`src/rtl/cpu_pkg.sv`:
```
// Shared definitions for the 8-bit core: opcode map, sequencer states and format helper.
package cpu_pkg;

    localparam logic [3:0] OP_NOP   = 4'h0;
    localparam logic [3:0] OP_ADD   = 4'h1;
    localparam logic [3:0] OP_SUB   = 4'h2;
    localparam logic [3:0] OP_AND   = 4'h3;
    localparam logic [3:0] OP_OR    = 4'h4;
    localparam logic [3:0] OP_XOR   = 4'h5;
    localparam logic [3:0] OP_LDI   = 4'h6;
    localparam logic [3:0] OP_ADDI  = 4'h7;
    localparam logic [3:0] OP_LD    = 4'h8;
    localparam logic [3:0] OP_ST    = 4'h9;
    localparam logic [3:0] OP_JMP   = 4'hA;
    localparam logic [3:0] OP_BEQ   = 4'hB;
    localparam logic [3:0] OP_BNE   = 4'hC;
    localparam logic [3:0] OP_RSV_D = 4'hD;
    localparam logic [3:0] OP_RSV_E = 4'hE;
    localparam logic [3:0] OP_HALT  = 4'hF;

    typedef enum logic [2:0] {
        StFetch  = 3'd0,
        StDecode = 3'd1,
        StExec   = 3'd2,
        StWb     = 3'd3,
        StMem    = 3'd4,
        StBranch = 3'd5,
        StHalt   = 3'd6
    } state_e;

    // Opcodes whose low nibble is a signed 4-bit immediate.
    function automatic logic is_imm4(input logic [3:0] op);
        return (op == OP_LDI) || (op == OP_ADDI) || (op == OP_JMP) ||
               (op == OP_BEQ) || (op == OP_BNE);
    endfunction

endpackage

```
`src/rtl/pc_unit.sv`:
```
// Program counter: reset load, +1 after each fetch, relative add for taken branches.
// All arithmetic wraps modulo 2^ADDR_W.
module pc_unit #(
    parameter int unsigned ADDR_W   = 8,
    parameter int unsigned RESET_PC = 0
) (
    input  logic              clk,
    input  logic              rst_n,
    input  logic              inc,
    input  logic              take,
    input  logic [7:0]        offset,
    output logic [ADDR_W-1:0] pc
);

    logic [ADDR_W-1:0] off_ext;

    // Sign-extend the 8-bit branch offset to the PC width.
    always_comb begin
        off_ext = ADDR_W'($signed(offset));
    end

    // PC register; increment and branch never coincide (different FSM states).
    always_ff @(posedge clk or negedge rst_n) begin
        if (!rst_n) begin
            pc <= ADDR_W'(RESET_PC);
        end else if (inc) begin
            pc <= pc + ADDR_W'(1);
        end else if (take) begin
            pc <= pc + off_ext;
        end
    end

endmodule

```
`src/rtl/instr_sequencer.sv`:
```
// Multi-cycle control FSM for the 8-bit core: fetch, decode, execute/memory/branch, write-back.
// All strobes and requests are flops so they come straight off registers.
module instr_sequencer
    import cpu_pkg::*;
#(
    parameter int unsigned ADDR_W   = 8,
    parameter int unsigned RESET_PC = 0
) (
    input  logic              clk,
    input  logic              rst_n,
    output logic              imem_req,
    output logic [ADDR_W-1:0] imem_addr,
    input  logic              imem_ack,
    input  logic [7:0]        imem_rdata,
    output logic [7:0]        ir,
    output logic              isim4,
    input  logic [3:0]        opcode,
    input  logic [7:0]        imm8,
    input  logic              zero_flag,
    output logic              alu_en,
    output logic              reg_we,
    output logic              dmem_req,
    output logic              dmem_we,
    input  logic              dmem_ack,
    output logic [ADDR_W-1:0] pc,
    output logic              halted
);

    state_e state;
    logic   pc_inc;
    logic   br_take;

    // Decoder format select and PC-unit controls.
    always_comb begin
        isim4   = is_imm4(ir[7:4]);
        pc_inc  = (state == StFetch) && imem_req && imem_ack;
        br_take = (state == StBranch) &&
                  ((opcode == OP_JMP) ||
                   ((opcode == OP_BEQ) && zero_flag) ||
                   ((opcode == OP_BNE) && !zero_flag));
    end

    assign imem_addr = pc;

    pc_unit #(
        .ADDR_W   (ADDR_W),
        .RESET_PC (RESET_PC)
    ) u_pc_unit (
        .clk    (clk),
        .rst_n  (rst_n),
        .inc    (pc_inc),
        .take   (br_take),
        .offset (imm8),
        .pc     (pc)
    );

    // Sequencer FSM with registered outputs. imem_req is clear in reset, so the first
    // cycle after reset raises it; every later entry to FETCH raises it on the transition.
    always_ff @(posedge clk or negedge rst_n) begin
        if (!rst_n) begin
            state    <= StFetch;
            ir       <= 8'h00;
            imem_req <= 1'b0;
            dmem_req <= 1'b0;
            dmem_we  <= 1'b0;
            alu_en   <= 1'b0;
            reg_we   <= 1'b0;
            halted   <= 1'b0;
        end else begin
            alu_en <= 1'b0;
            reg_we <= 1'b0;
            unique case (state)
                StFetch: begin
                    if (!imem_req) begin
                        imem_req <= 1'b1;
                    end else if (imem_ack) begin
                        ir       <= imem_rdata;
                        imem_req <= 1'b0;
                        state    <= StDecode;
                    end
                end
                StDecode: begin
                    case (opcode)
                        OP_NOP, OP_RSV_D, OP_RSV_E: begin
                            imem_req <= 1'b1;
                            state    <= StFetch;
                        end
                        OP_HALT: begin
                            halted <= 1'b1;
                            state  <= StHalt;
                        end
                        OP_LD, OP_ST: begin
                            dmem_req <= 1'b1;
                            dmem_we  <= (opcode == OP_ST);
                            state    <= StMem;
                        end
                        OP_JMP, OP_BEQ, OP_BNE: begin
                            state <= StBranch;
                        end
                        default: begin
                            alu_en <= 1'b1;
                            state  <= StExec;
                        end
                    endcase
                end
                StExec: begin
                    reg_we <= 1'b1;
                    state  <= StWb;
                end
                StWb: begin
                    imem_req <= 1'b1;
                    state    <= StFetch;
                end
                StMem: begin
                    if (dmem_ack) begin
                        dmem_req <= 1'b0;
                        dmem_we  <= 1'b0;
                        if (dmem_we) begin
                            imem_req <= 1'b1;
                            state    <= StFetch;
                        end else begin
                            reg_we <= 1'b1;
                            state  <= StWb;
                        end
                    end
                end
                StBranch: begin
                    imem_req <= 1'b1;
                    state    <= StFetch;
                end
                StHalt: begin
                    state <= StHalt;
                end
                default: begin
                    imem_req <= 1'b1;
                    state    <= StFetch;
                end
            endcase
        end
    end

endmodule

```
`config.mk`:
```
export PLATFORM = sky130hd
export DESIGN_NAME = instr_sequencer
export DESIGN_NICKNAME = d
export VERILOG_FILES = /design/src/rtl/cpu_pkg.sv /design/src/rtl/pc_unit.sv /design/src/rtl/instr_sequencer.sv
export SDC_FILE = /design/constraint.sdc
export NUM_CORES = 1
export LEC_CHECK = 0
export ABC_CLOCK_PERIOD_IN_PS = 4550
export CAP_MARGIN = 20
export CORE_ASPECT_RATIO = 1.5
export CORE_MARGIN = 1.5
export CORE_UTILIZATION = 46
export DETAILED_ROUTE_END_ITERATION = 6
export PLACE_DENSITY = 0.78
export SLEW_MARGIN = 20
export SYNTH_ARGS = -nofsm -noshare
export SYNTH_HDL_FRONTEND = slang
export SYNTH_HIERARCHICAL = 1
export SYNTH_SLANG_ARGS = --single-unit
```
`constraint.sdc`:
```
create_clock -name clk -period 4.55 [get_ports clk]
set_input_delay 1.1375 -clock clk [delete_from_list [all_inputs] [get_ports clk]]
set_output_delay 1.1375 -clock clk [all_outputs]
set_load 0.005 [all_outputs]
```
# Yosys cells after proc, flatten, opt, wreduce, memory -nomap -nowiden

Index checks and enable logic that the tools add are counted.

Register bits after elaboration: 25
Bits in latches: 0
RAM bits: 0
Memory bits (read-only): 0
Bits of input ports: 25
Output and inout port bits: 31
Word-level logic and storage cells: 86
Memories kept: 0

Add/subtract/negate cells: 2
$mul: 0
Div/mod/pow operators: 0
Magnitude comparators: 0
Equal/unequal tests: 24
Shift operators: 0
Mux-type cells: 24
Bitwise operators: 1
Reductions and logical operators: 26

Operator list:

| kind                                                             | count |
|---|---|
| 4-bit == test (second input constant)                            | 11 |
| 8-bit two-way mux                                                | 2 |
| 3-bit one-hot mux with 5 select lines                            | 1 |
| 1-bit two-way mux                                                | 12 |
| 2-bit inequality test (second input constant)                    | 6 |
| 3-bit one-hot mux with 4 select lines                            | 1 |
| 3-bit == test (second input constant)                            | 3 |
| 3-bit two-way mux                                                | 3 |
| 3-bit AND reduction                                              | 3 |
| 9-bit OR reduction                                               | 1 |
| 8-bit by 1-bit adder with 8-bit output (second input constant)   | 1 |
| 8-bit adder                                                      | 1 |
| 4-bit by 3-bit == test with 1-bit output (second input constant) | 2 |
| 1-bit logical OR                                                 | 6 |
| 1-bit one-hot mux with 2 select lines                            | 3 |
| 3-bit OR reduction                                               | 2 |
| 1-bit logical AND                                                | 5 |
| 4-bit logical NOT                                                | 1 |
| 1-bit one-hot mux with 4 select lines                            | 1 |
| 4-bit AND reduction                                              | 1 |
| 2-bit nonzero test                                               | 2 |
| 2-bit OR reduction                                               | 2 |
| 3-bit by 1-bit == test with 1-bit output (second input constant) | 1 |
| 3-bit by 2-bit == test with 1-bit output (second input constant) | 1 |
| 5 further kinds                                                  | 5 |

# Logic depth before layout (Yosys ltp)

Word-level depth: 7
Mapped depth: 11
Gate-level depth less buffers: 11

# Modules after synthesis

The synthesis kept the hierarchy.

By module, submodules not included:

| module          | instances | cells each | area each (um^2) | seq. area each (um^2) |
|---|---|---|---|---|
| instr_sequencer | 1         | 90         | 923.4            | 425.4 |
| pc_unit         | 1         | 72         | 650.6            | 200.2 |

# Worst setup path after synthesis

OpenSTA, ideal clock, no wires.

Path kind: input port to flip-flop
Start point: input port imem_ack
End point: register u_pc_unit.pc[7]
Setup time: 127 ps
Arrival time: 3117 ps
Required time: 4423 ps
Setup slack: 1306 ps
Cell stages on the path: 10
Buffers on the path: 0
Cells stage by stage: nand2_1 -> nor4_4 -> nand2b_1 -> inv_1 -> ha_1 -> a211o_1 -> and3b_1 -> o22ai_1 -> o21ai_1 -> xor2_1

Longest elaborated chain between the ends: 2
Elaborated cells between the ends (all ways): 3
Classes of those cells: 1 x mux; 2 x reduce/logical

Ends and longest elaborated chain:

| what                                                    | line                  | text |
|---|---|---|
| from (decl)                                             | instr_sequencer.sv:13 | `input logic imem_ack,` |
| 1-bit logical AND *                                     | instr_sequencer.sv:36 | `pc_inc = (state == StFetch) && imem_req && imem_ack;` |
| net pc_inc                                              | instr_sequencer.sv:30 | `logic pc_inc;` |
| 8-bit two-way mux or 2-bit nonzero test (tied branches) | --                    |  |
| to (signal assigned)                                    | pc_unit.sv:25         | `pc <= ADDR_W'(RESET_PC);` |
| to (signal assigned)                                    | pc_unit.sv:27         | `pc <= pc + ADDR_W'(1);` |
| to (signal assigned)                                    | pc_unit.sv:29         | `pc <= pc + off_ext;` |
| to (decl)                                               | pc_unit.sv:12         | `output logic [ADDR_W-1:0] pc` |

The timed path passes the listed nets; every way through them passes the cells marked *.
A chain may end at the register's enable or synchronous reset.

# Worst setup path after layout

Ends and elaborated chain as after synthesis.

==> results.txt <==
For the total setup violations reported at the end of the flow, the log shows 0. For the synthesis warning total, the log shows 6. Placeable core region: 3222 um^2. For the post-cts gate resize count, the log shows 0.

Entering global routing, the biggest net connects 26 pins. The run finished with clean final reports. Data arrival time of the critical path: 3.72 ns. The routed layout has 1,381 vias. The placed wire-length estimate after detailed placement is 2839 um, and the fraction of the yosys area taken by sequential cells is 39.75%. The number of max-slew violations in the final report was 0. The wire length of the first global-routing pass is 5775 um, and the number of diodes is 0.

The share of the synthesized area in the top cell type was 39.75%; the async set-or-reset flop fraction in the synthesized netlist was 100.0%. The worst hold slack across all endpoints is 0.4813 ns. Starting density of the core: 48.85%. Count of nets left with antenna violations after detail routing: 0. Summing every instance area after synthesis gives 1574 um^2. The count of final hold-check violations is 0, and the final standard cell utilization of the core is 66.64%. For this run, the top clock speed supported by timing is 0.2808 GHz. The number of buffers inserted during clock tree synthesis was 3; the number of max-capacitance violations reported was 0.

The cell count of the worst hold path is 1, and the aggregate negative setup slack is 0 ns. For the finished layout, the period the worst path requires is 3.562 ns. Of all nets on the critical path, the largest fanout is 11. The cell type contributing the most total cell area after synthesis was sky130_fd_sc_hd__dfrtp_1.

The x dimension of the die was 50.76 um; the unique cell type count in the Yosys netlist was 46. STA classifies the critical path endpoint as a flip-flop. Headroom to the max-slew limit came out at 59.89%. TritonCTS built the clock tree. Summing all non-filler instances in the final layout gives an area of 2147 um^2. Dividing the detail-routed via count by the number of cells gives 5.524.

After clock tree synthesis, the clock-pin slew on the worst setup and hold paths is 0.09 ns. Dividing the final minimum period by the clock period gives 78.28%. Data on the critical path is required at its endpoint by 4.70 ns. Relative to the synthesized area, the layout overhead comes to 36.41%.

The category of the critical setup timing path is in -> reg. The full die area was 3789 um^2. The wire length per cell after detailed routing is 14.40 um. The initial antenna violation count came out at 0. The largest stage delay on the critical path is 0.48 ns.

The maximum level of the CTS H-tree is 1. For the number of global-route vias before repair, the log shows 1,387. On the final layout, the worst clock skew is 0.004463 ns. The commonest register cell after synthesis is sky130_fd_sc_hd__dfrtp_1.

For the pin with the worst max-slew slack, the measured transition is 0.5972 ns. The classification of the worst-slack hold path was reg -> reg. The clock root buffer master is sky130_fd_sc_hd__clkbuf_8. The final RePlAce weighted congestion is 0.8034. For the number of standard cells after synthesis, the log shows 162. The number of enable flip-flop cells after synthesis works out to 0. By area the synthesized netlist is led by sky130_fd_sc_hd__dfrtp_1 40%, sky130_fd_sc_hd__mux2_2 6.4%, sky130_fd_sc_hd__ha_1 5.6%. The net count of the finished layout is 244. The highest-delay cell along the critical path was sky130_fd_sc_hd__clkdlybuf4s50_1.

The clock net sink count came out at 25. For the combined global-route utilization of all metal layers, the log shows 19.86%. Most frequent standard cell in the layout excluding fill and tap cells: sky130_fd_sc_hd__clkdlybuf4s50_1.

The post-detailed-routing wire length was 3600 um; the mean instance size in the synthesized netlist was 9.716 um^2. When the netlist entered floorplanning its net count stood at 195. The floorplan die height is 74.64 um, and the worst-case clock buffer depth is 2. The tools report the detailed-routing iteration count for the pre-antenna-repair pass as 4.

Walking the worst path, the cells encountered are clkdlybuf4s50_1, nand2_1, nor4_4, buf_4, and2b_1, ha_1, a21oi_1, o21ai_0, o22ai_1, o21ai_1, xor2_1. STA classifies the critical path startpoint as an input port. The worst-case IR drop observed on VDD is 308.7 uV. The count of input and output buffers came out at 55. The first routing iteration left 45 violations. Synthesis inferred 25 register bits. Dividing total power by cell area gives a power density of 633.8 nW/um^2. The placed instances occupy a cell area of 2107 um^2.

The depth of the worst register-to-register path came out at 9. After detailed routing, the number of remaining DRC violations is 0. In the layout the commonest cells are 54 x sky130_fd_sc_hd__clkdlybuf4s50_1, 25 x sky130_fd_sc_hd__dfrtp_1, 14 x sky130_fd_sc_hd__nand2_1. Summed over all layers, the global routing overflow is 0. The initialized floorplan defines 25 standard-cell rows. Setup repair after global routing left no endpoint under its margin.

Hold repair after CTS inserted 0 buffers. Number of primary I/O pins: 56. Of the cells placed in the final design, the portion with a size suffix greater than 1 is 10.95%. The later pin in the worst-skew pair is clocked with a latency of 0.26 ns. The analysis attributes to cell leakage a power of 0.9268 nW. In this run the post-CTS setup repair buffer count came out at 0.
[stage by stage]
stage	setup WS [ns]	total power, W	instances
after global routing	0.8186	0.001470	250
after detailed placement	0.6890	0.001241	246
after CTS	0.9760	0.001373	250
final	0.9883	0.001361	250
after global placement	0.7736	0.001210	246
after floorplan	1.306	0.0008959	162
[sequential cells by signal (all words and copies together) (netlist names)]
name          cells
alu_en            1
dmem_req          1
dmem_we           1
halted            1
imem_req          1
ir                8
reg_we            1
state             3
u_pc_unit/pc      8
[synth_stat cells, types with 2 or more instances]
cell type / count
sky130_fd_sc_hd__ha_1: 7
sky130_fd_sc_hd__nor2_1: 5
sky130_fd_sc_hd__nor3_1: 5
sky130_fd_sc_hd__and2b_1: 5
sky130_fd_sc_hd__o32ai_1: 2
sky130_fd_sc_hd__xor2_1: 6
sky130_fd_sc_hd__nor3b_1: 2
sky130_fd_sc_hd__or2_2: 2
sky130_fd_sc_hd__or3_1: 2
sky130_fd_sc_hd__buf_4: 8
sky130_fd_sc_hd__o31a_1: 2
sky130_fd_sc_hd__o21ai_0: 5
sky130_fd_sc_hd__nand3_1: 2
sky130_fd_sc_hd__mux2_2: 9
sky130_fd_sc_hd__and3_1: 2
sky130_fd_sc_hd__clkbuf_1: 4
sky130_fd_sc_hd__o21ai_1: 4
sky130_fd_sc_hd__dfrtp_1: 25
sky130_fd_sc_hd__a21oi_1: 12
sky130_fd_sc_hd__inv_1: 9
sky130_fd_sc_hd__o31ai_1: 3
sky130_fd_sc_hd__nand2b_1: 2
sky130_fd_sc_hd__nor2b_1: 3
sky130_fd_sc_hd__nand2_1: 14
[report_power, final]
part           internal [W]  switching [W]  total [W]
Clock             0.0000625      0.0000671   0.000130
Combinational      0.000476       0.000306   0.000782
Sequential         0.000327       0.000122   0.000449
Total              0.000865       0.000496    0.00136
[per-layer routing]
| metal | track usage [%] | wire length, um | vias up |
|---|---|---|---|
| li1 | - | - | 660 |
| met1 | 20.31 | 1386 | 671 |
| met2 | 39.91 | 2011 | 44 |
| met3 | 3.571 | 155 | 6 |
| met4 | 6.607 | 46 | 0 |
| met5 | 0 | 0 | - |
[cell type report]
cell class | instances | area (um^2)
multi-input cells | 115 | 835.8
fillers | 269 | 1075
flip-flops and latches | 25 | 625.6
inverters | 10 | 37.54
clock buffers | 4 | 45.04
repair buffers | 56 | 553.0
well taps | 40 | 50.05
[path summary, 6_finish.rpt]
| kind | startpoint | end | slack, ns |
|---|---|---|---|
| min | halted$_DFFE_PN0P_ | halted$_DFFE_PN0P_ | 0.48 |
| min in group asynchronous | rst_n | u_pc_unit/pc[2]$_DFFE_PN0P_ | 0.86 |
| max | imem_ack | u_pc_unit/pc[7]$_DFFE_PN0P_ | 0.99 |
| max in group asynchronous | rst_n | imem_req$_DFFE_PN0P_ | 3.32 |
| max reg2reg | state[1]$_DFFE_PN0P_ | u_pc_unit/pc[7]$_DFFE_PN0P_ | 1.68 |
| min reg2reg | halted$_DFFE_PN0P_ | halted$_DFFE_PN0P_ | 0.48 |
[critical path: cells and delay by family]
family / cells / cell delay, ns
buf+inv: 2 / 0.75
simple gates: 3 / 0.74
compound gates: 4 / 0.62
fa+ha+maj: 1 / 0.33
xor+xnor: 1 / 0.14
[cell families after synthesis]
kind of cell	share of synthesized area [%]
XOR/XNOR	3.339
buffers and inverters	7.154
multiplexers	7.393
flip-flops	39.75
AO/OA/AOI/OAI	15.50
adder cells (fa/ha/maj)	6.836
AND/OR/NAND/NOR	20.03
Power figures use the tool's default switching activity.
